`src/rtl/vga_native_regfile.sv`:
```
// VGA control register file: staged registers written over the native bus,
// committed to the display outputs on the first frame_start_i after a COMMIT.
//
// Ports:
//   clk_i, rst_i             clock, synchronous active-high reset
//   write_en_i, addr_write_i native write strobe and word address
//   data_i                   native write data
//   read_en_i, addr_read_i   native read strobe and word address
//   data_o                   registered read data (1-cycle latency)
//   frame_start_i            first-pixel-of-frame pulse
//   enable_o, h_active_o,
//   v_active_o, bg_color_o   committed display configuration
//   update_pending_o         staged values await next frame_start_i
//
// The STATUS word places the frame counter in bits [31:16], so DATA_WIDTH
// is expected to be at least 32.
module vga_native_regfile #(
   parameter int DATA_WIDTH        = 32,
   parameter int NATIVE_ADDR_WIDTH = 8
) (
   input  logic                         clk_i,
   input  logic                         rst_i,
   input  logic                         write_en_i,
   input  logic [NATIVE_ADDR_WIDTH-1:0] addr_write_i,
   input  logic [DATA_WIDTH-1:0]        data_i,
   input  logic                         read_en_i,
   input  logic [NATIVE_ADDR_WIDTH-1:0] addr_read_i,
   output logic [DATA_WIDTH-1:0]        data_o,
   input  logic                         frame_start_i,
   output logic                         enable_o,
   output logic [11:0]                  h_active_o,
   output logic [11:0]                  v_active_o,
   output logic [11:0]                  bg_color_o,
   output logic                         update_pending_o
);

   localparam logic [NATIVE_ADDR_WIDTH-1:0] A_CTRL    = NATIVE_ADDR_WIDTH'(0);
   localparam logic [NATIVE_ADDR_WIDTH-1:0] A_H       = NATIVE_ADDR_WIDTH'(1);
   localparam logic [NATIVE_ADDR_WIDTH-1:0] A_V       = NATIVE_ADDR_WIDTH'(2);
   localparam logic [NATIVE_ADDR_WIDTH-1:0] A_BG      = NATIVE_ADDR_WIDTH'(3);
   localparam logic [NATIVE_ADDR_WIDTH-1:0] A_STATUS  = NATIVE_ADDR_WIDTH'(4);
   localparam logic [NATIVE_ADDR_WIDTH-1:0] A_SCRATCH = NATIVE_ADDR_WIDTH'(5);

   localparam logic [11:0] H_RST = 12'h280;
   localparam logic [11:0] V_RST = 12'h1E0;

   logic                  stg_en;
   logic [11:0]           stg_h;
   logic [11:0]           stg_v;
   logic [11:0]           stg_bg;
   logic [DATA_WIDTH-1:0] scratch;
   logic                  pending;
   logic [15:0]           fcnt;
   logic [DATA_WIDTH-1:0] rd_next;
   logic                  commit_wr;
   logic                  apply;

   assign commit_wr = write_en_i && (addr_write_i == A_CTRL) && data_i[1];
   // A COMMIT coinciding with frame_start_i defers the copy to the next frame.
   assign apply = frame_start_i && pending && !commit_wr;

   assign update_pending_o = pending;

   // Read mux sees pre-write state, so same-cycle read/write returns old data.
   always_comb begin
      rd_next = '0;
      case (addr_read_i)
         A_CTRL:    rd_next[0]     = stg_en;
         A_H:       rd_next[11:0]  = stg_h;
         A_V:       rd_next[11:0]  = stg_v;
         A_BG:      rd_next[11:0]  = stg_bg;
         A_STATUS: begin
            rd_next[0]     = pending;
            rd_next[31:16] = fcnt;
         end
         A_SCRATCH: rd_next        = scratch;
         default:   rd_next        = '0;
      endcase
   end

   always_ff @(posedge clk_i) begin
      if (rst_i) begin
         stg_en     <= 1'b0;
         stg_h      <= H_RST;
         stg_v      <= V_RST;
         stg_bg     <= 12'h000;
         scratch    <= '0;
         pending    <= 1'b0;
         fcnt       <= 16'h0000;
         enable_o   <= 1'b0;
         h_active_o <= H_RST;
         v_active_o <= V_RST;
         bg_color_o <= 12'h000;
         data_o     <= '0;
      end else begin
         if (frame_start_i) begin
            fcnt <= fcnt + 16'd1;
         end

         if (apply) begin
            enable_o   <= stg_en;
            h_active_o <= stg_h;
            v_active_o <= stg_v;
            bg_color_o <= stg_bg;
         end

         if (commit_wr) begin
            pending <= 1'b1;
         end else if (frame_start_i) begin
            pending <= 1'b0;
         end

         if (write_en_i) begin
            case (addr_write_i)
               A_CTRL:    stg_en  <= data_i[0];
               A_H:       stg_h   <= data_i[11:0];
               A_V:       stg_v   <= data_i[11:0];
               A_BG:      stg_bg  <= data_i[11:0];
               A_SCRATCH: scratch <= data_i;
               default:   ;
            endcase
         end

         if (read_en_i) begin
            data_o <= rd_next;
         end
      end
   end

endmodule

```
`config.mk`:
```
export PLATFORM = sky130hd
export DESIGN_NAME = vga_native_regfile
export DESIGN_NICKNAME = d
export VERILOG_FILES = /design/src/rtl/vga_native_regfile.sv
export SDC_FILE = /design/constraint.sdc
export NUM_CORES = 1
export LEC_CHECK = 0
export CAP_MARGIN = 20
export CORE_UTILIZATION = 45
export DETAILED_ROUTE_END_ITERATION = 10
export PLACE_DENSITY = 0.71
export SETUP_SLACK_MARGIN = 0.3
export SLEW_MARGIN = 10
export SYNTH_ARGS = -nofsm -noshare
export SYNTH_HDL_FRONTEND = slang
export SYNTH_SLANG_ARGS = --single-unit
```
`constraint.sdc`:
```
create_clock -name clk_i -period 2.3 [get_ports clk_i]
set_input_delay 0.345 -clock clk_i [delete_from_list [all_inputs] [get_ports clk_i]]
set_output_delay 0.345 -clock clk_i [all_outputs]
set_load 0.05 [all_outputs]
```
# Word-level counts from Yosys, hierarchy flattened
# Cells that the tools add are included.
# W data, S select, Z words.
[word_totals]
reg_bits = 155
in_bits = 53
out_inout_bits = 70
elab_cells = 41
[op_classes]
n_addsub = 1
eq_ne = 9
n_mux = 6
reduce_logical = 13
[ops]
columns = ["operator", "count"]
rows = [
  ["$pmux W11 S4", 1],
  ["$eq A8 B2 Y1 const B", 4],
  ["$pmux W16 S2", 1],
  ["$eq A8 B3 Y1 const B", 3],
  ["$add A16 B1 Y16 const B", 1],
  ["$eq A8 B1 Y1 const B", 2],
  ["$logic_not A8 Y1", 2],
  ["$reduce_and A2 Y1", 5],
  ["$pmux W1 S6", 1],
  ["$logic_and A1 B1 Y1", 4],
  ["$mux W4", 1],
  ["$mux W1", 2],
  ["$reduce_bool A2 Y1", 1],
  ["$logic_not A1 Y1", 1],
]

# Logic depth before layout (Yosys ltp)
[depth]
depth_word = 5
mapped_depth = 7
depth_no_buf = 5

# Worst setup path before layout
# No wires, ideal clock.
[synth_timing]
path_type = "input to register"
startpoint = "in addr_write_i[3]"
endpoint = "reg scratch[10]"
setup_time_ns = 0.132
arrival_time_ns = 1.680
t_required_ns = 2.168
path_slack_ns = 0.487
cell_stages = 6
path_buffers = 2
cell_sequence = "or4_4 or3_1 clkbuf_1 buf_2 nand2_1 a21oi_1"
[synth_via]
elab_chain_len = 2
[synth_rtl]
columns = ["element", "line", "rtl"]
rows = [
  ["start: declaration", "24", "input logic [NATIVE_ADDR_WIDTH-1:0] addr_write_i,"],
  ["$eq A8 B3 Y1", "114", "case (addr_write_i)"],
  ["$reduce_and A2 Y1 (no line)", "n/a", ""],
  ["end signal: assignment", "119", "A_SCRATCH: scratch <= data_i;"],
  ["end: declaration", "51", "logic [DATA_WIDTH-1:0] scratch;"],
]
# Every way passes these cells.
# A chain may end at the register's enable or synchronous reset.

# Worst setup path in the final report
[layout_timing]
startpoint = "reg data_o[10]"
endpoint = "out data_o[10]"
[layout_lines]
columns = ["element", "line", "rtl"]
rows = [
  ["start: declaration", "28", "output logic [DATA_WIDTH-1:0] data_o,"],
  ["start signal: assignment", "125", "data_o <= rd_next;"],
]
# No word-level cell between the ends.

==> metrics.txt <==
status complete, no violations; Layout area overhead 33.8%; Worst EP arrival approximately 1.6 ns; number of synthesized register bits roughly 160; max-cap violation count 0; syn_nets 759; Fill cells about 1100; Yosys top cell area share between 40% and 50%; CTS clk-pin slew, worst paths roughly 0.06 ns; Detailed Place HPWL between 10 and 15 mm; CP peak stage delay 0.82 ns; sequential cell area fraction in the yosys report between 40% and 50%; warnings from Yosys 0; ant diodes 0; Buffers & Inverters on Critical Path 1; CTS root buf clkbuf_16; vias in the first global route 5686; fin crit share between 80% and 90%; # hold bufs at CTS 0; IO buf count between 100 and 150; largest net degree at the start of global routing roughly 130; initial antenna violation count 0; num rows 42; Crit. Startpoint data_o[10]; biggest area consumer among synthesized cells dfxtp_1; crit-path max FO 2; remaining antenna violation count 0; final slew viol count 0; Pleak around 3 nW; Clock Latency Late Sink between 0.4 and 0.5 ns; Crit Path Class reg2out; Peak Freq around 510 MHz; number of buffers created by CTS 17; Slew HR roughly 50%; hold_sp rst_i; Fin. Hold Viols 0; ratio of total power to cell area around 710 nW/um^2; minimum clock period around 2.0 ns; clock skew 0.00594 ns; Vias/cell 5.47; worst flop-to-flop path startpoint fcnt[0]; Synth Cell Area ~6300 um^2; most frequent cells in the layout dfxtp_1 (155), nand2_1 (136), clkdlybuf4s50_1 (116), nor2_1 (79), a21oi_1 (72); first-pass detailed-route iteration total 5; CP required 1.96 ns; count of cell types in the netlist 49; vias after detailed routing roughly 5500; synth top area cells dfxtp_1 (49%), nand2_1 (8.1%), mux2i_1 (7.3%); Residual DRC 0; Reg area 3100 um^2; placer congestion estimate roughly 0.82; GR Util All Layers 24.4%; Final #Nets about 880; power consumption roughly 0.006 W; wirelength, routed roughly 17 mm; Routed WL per cell ~17 um; average footprint of a synthesized cell between 8 and 9 um^2; Overflow after GRT 0; maximum VDD drop between 0.5 and 0.6 mV; share of cells above drive strength 1 a little over 10%; Post-Synthesis Cells ~710; Crit-path slowest cell clkdlybuf4s50_1; die area about 14000 um^2; HP Class in2reg; RSZ-0062 raised after global routing no; core region area between 10000 and 15000 um^2; Critical Path Source Type flip-flop; area of the multi-input gates ~2900 um^2; H-tree levels 4; CP endpoint kind output pin; CTS Buffer Depth 2; Cell Area, Placed between 7000 and 8000 um^2; Crit path max-delay family buffers and inverters; number of enable flip-flop cells after synthesis 0; setup slack, reg-to-reg 0.68 ns; Iter 0 DRT Violations 495; worst-margin pin slew 0.746 ns; Die Ht around 120 um; Core Util, Final a little over three fifths; clock sink total 155; Final setup violation count 0; design area 8400 um^2; Synth Flop Type dfxtp_1; Initial Util 46.8%; first-pass GRT wire length 27.4 mm; Critical Path, Cell by Cell clkdlybuf4s50_1; TritonCTS clock tree done; commonest non-fill, non-tap cell in the layout dfxtp_1; ys async rst share 0%; Die X 120 um; Ports approximately 120
sequential cells by signal, summed over array words and instances, names as in the netlist:
name and count:
data_o 32, bg_color_o 12, h_active_o 12, enable_o 1, fcnt 16, scratch 32, stg_h 12, stg_v 12
stg_en 1, update_pending_o 1, v_active_o 12, stg_bg 12
final timing paths:
| path | cells past startpoint | end |
|---|---|---|
| hold / removal | 2 | stg_v[9] |
| setup reg to reg | 5 | fcnt[14] |
| hold reg to reg | 2 | bg_color_o[5] |
| setup / recovery | 1 | data_o[10] |
per-layer routing:
layer	track usage (%)	routed length, um	up-vias
met4	11.4	401	0
met3	5.42	891	31
met1	27.6	7090	2658
li1	-	-	2672
met5	0	0	-
met2	43.4	8720	168
cells in the mapped netlist, types with 4 or more instances:
library cell	count
nand4_1	8
a211o_1	6
inv_1	7
a221o_1	5
xor2_1	6
buf_2	12
clkbuf_1	31
a22o_1	6
o21ai_0	6
nor2b_1	4
mux2i_1	46
nand2_1	136
a211oi_1	7
nand3_1	11
o22ai_1	6
xnor2_1	5
nand2b_1	7
buf_6	4
nor2_1	79
a21oi_1	72
mux2_2	5
a22oi_2	9
a211oi_2	9
a22oi_1	12
nor3_1	17
dfxtp_1	155
cells by family after synthesis:
group	Yosys count	synth area share [%]
muxes	51	8.23
and+or+nand+nor	286	20.3
DFF	155	49.4
buffers and inverters	57	4.19
xor gates and xnor gates	11	1.53
AOI/OAI and AO/OA	144	16.1
adders and majority gates	1	0.199
final cells by class:
cell class | count | share of cell area, %
clock buffer | 23 | 5.33
clock inverter | 8 | 1.71
inverter | 7 | 0.313
multi-input combinational | 493 | 34.8
sequential | 155 | 36.9
tap | 176 | 2.62
timing repair buffer | 148 | 18.2
per-stage QoR:
stage | hold slack [ns] | instances | TNS [ns] | worst slack [ns]
floorplan | 0.436 | 705 | 0 | 0.487
global placement | 0.441 | 979 | 0 | 0.0159
detailed placement | 0.450 | 979 | -0.207 | -0.0395
CTS | 0.280 | 1010 | 0 | 0.310
global route | 0.297 | 1010 | 0 | 0.307
finish | 0.299 | 1010 | 0 | 0.333
power breakdown:
| group | switching (W) | internal [W] |
|---|---|---|
| clock network | 0.00105 | 0.00181 |
| logic | 0.000207 | 0.000160 |
| registers | 0.0000133 | 0.00270 |
what timing repair did:
item,in CTS,in global routing
setup endpoints to repair,0,4
buffers inserted,0,0
resized for setup,0,4
No activity file was read; power rests on OpenSTA's default activity.
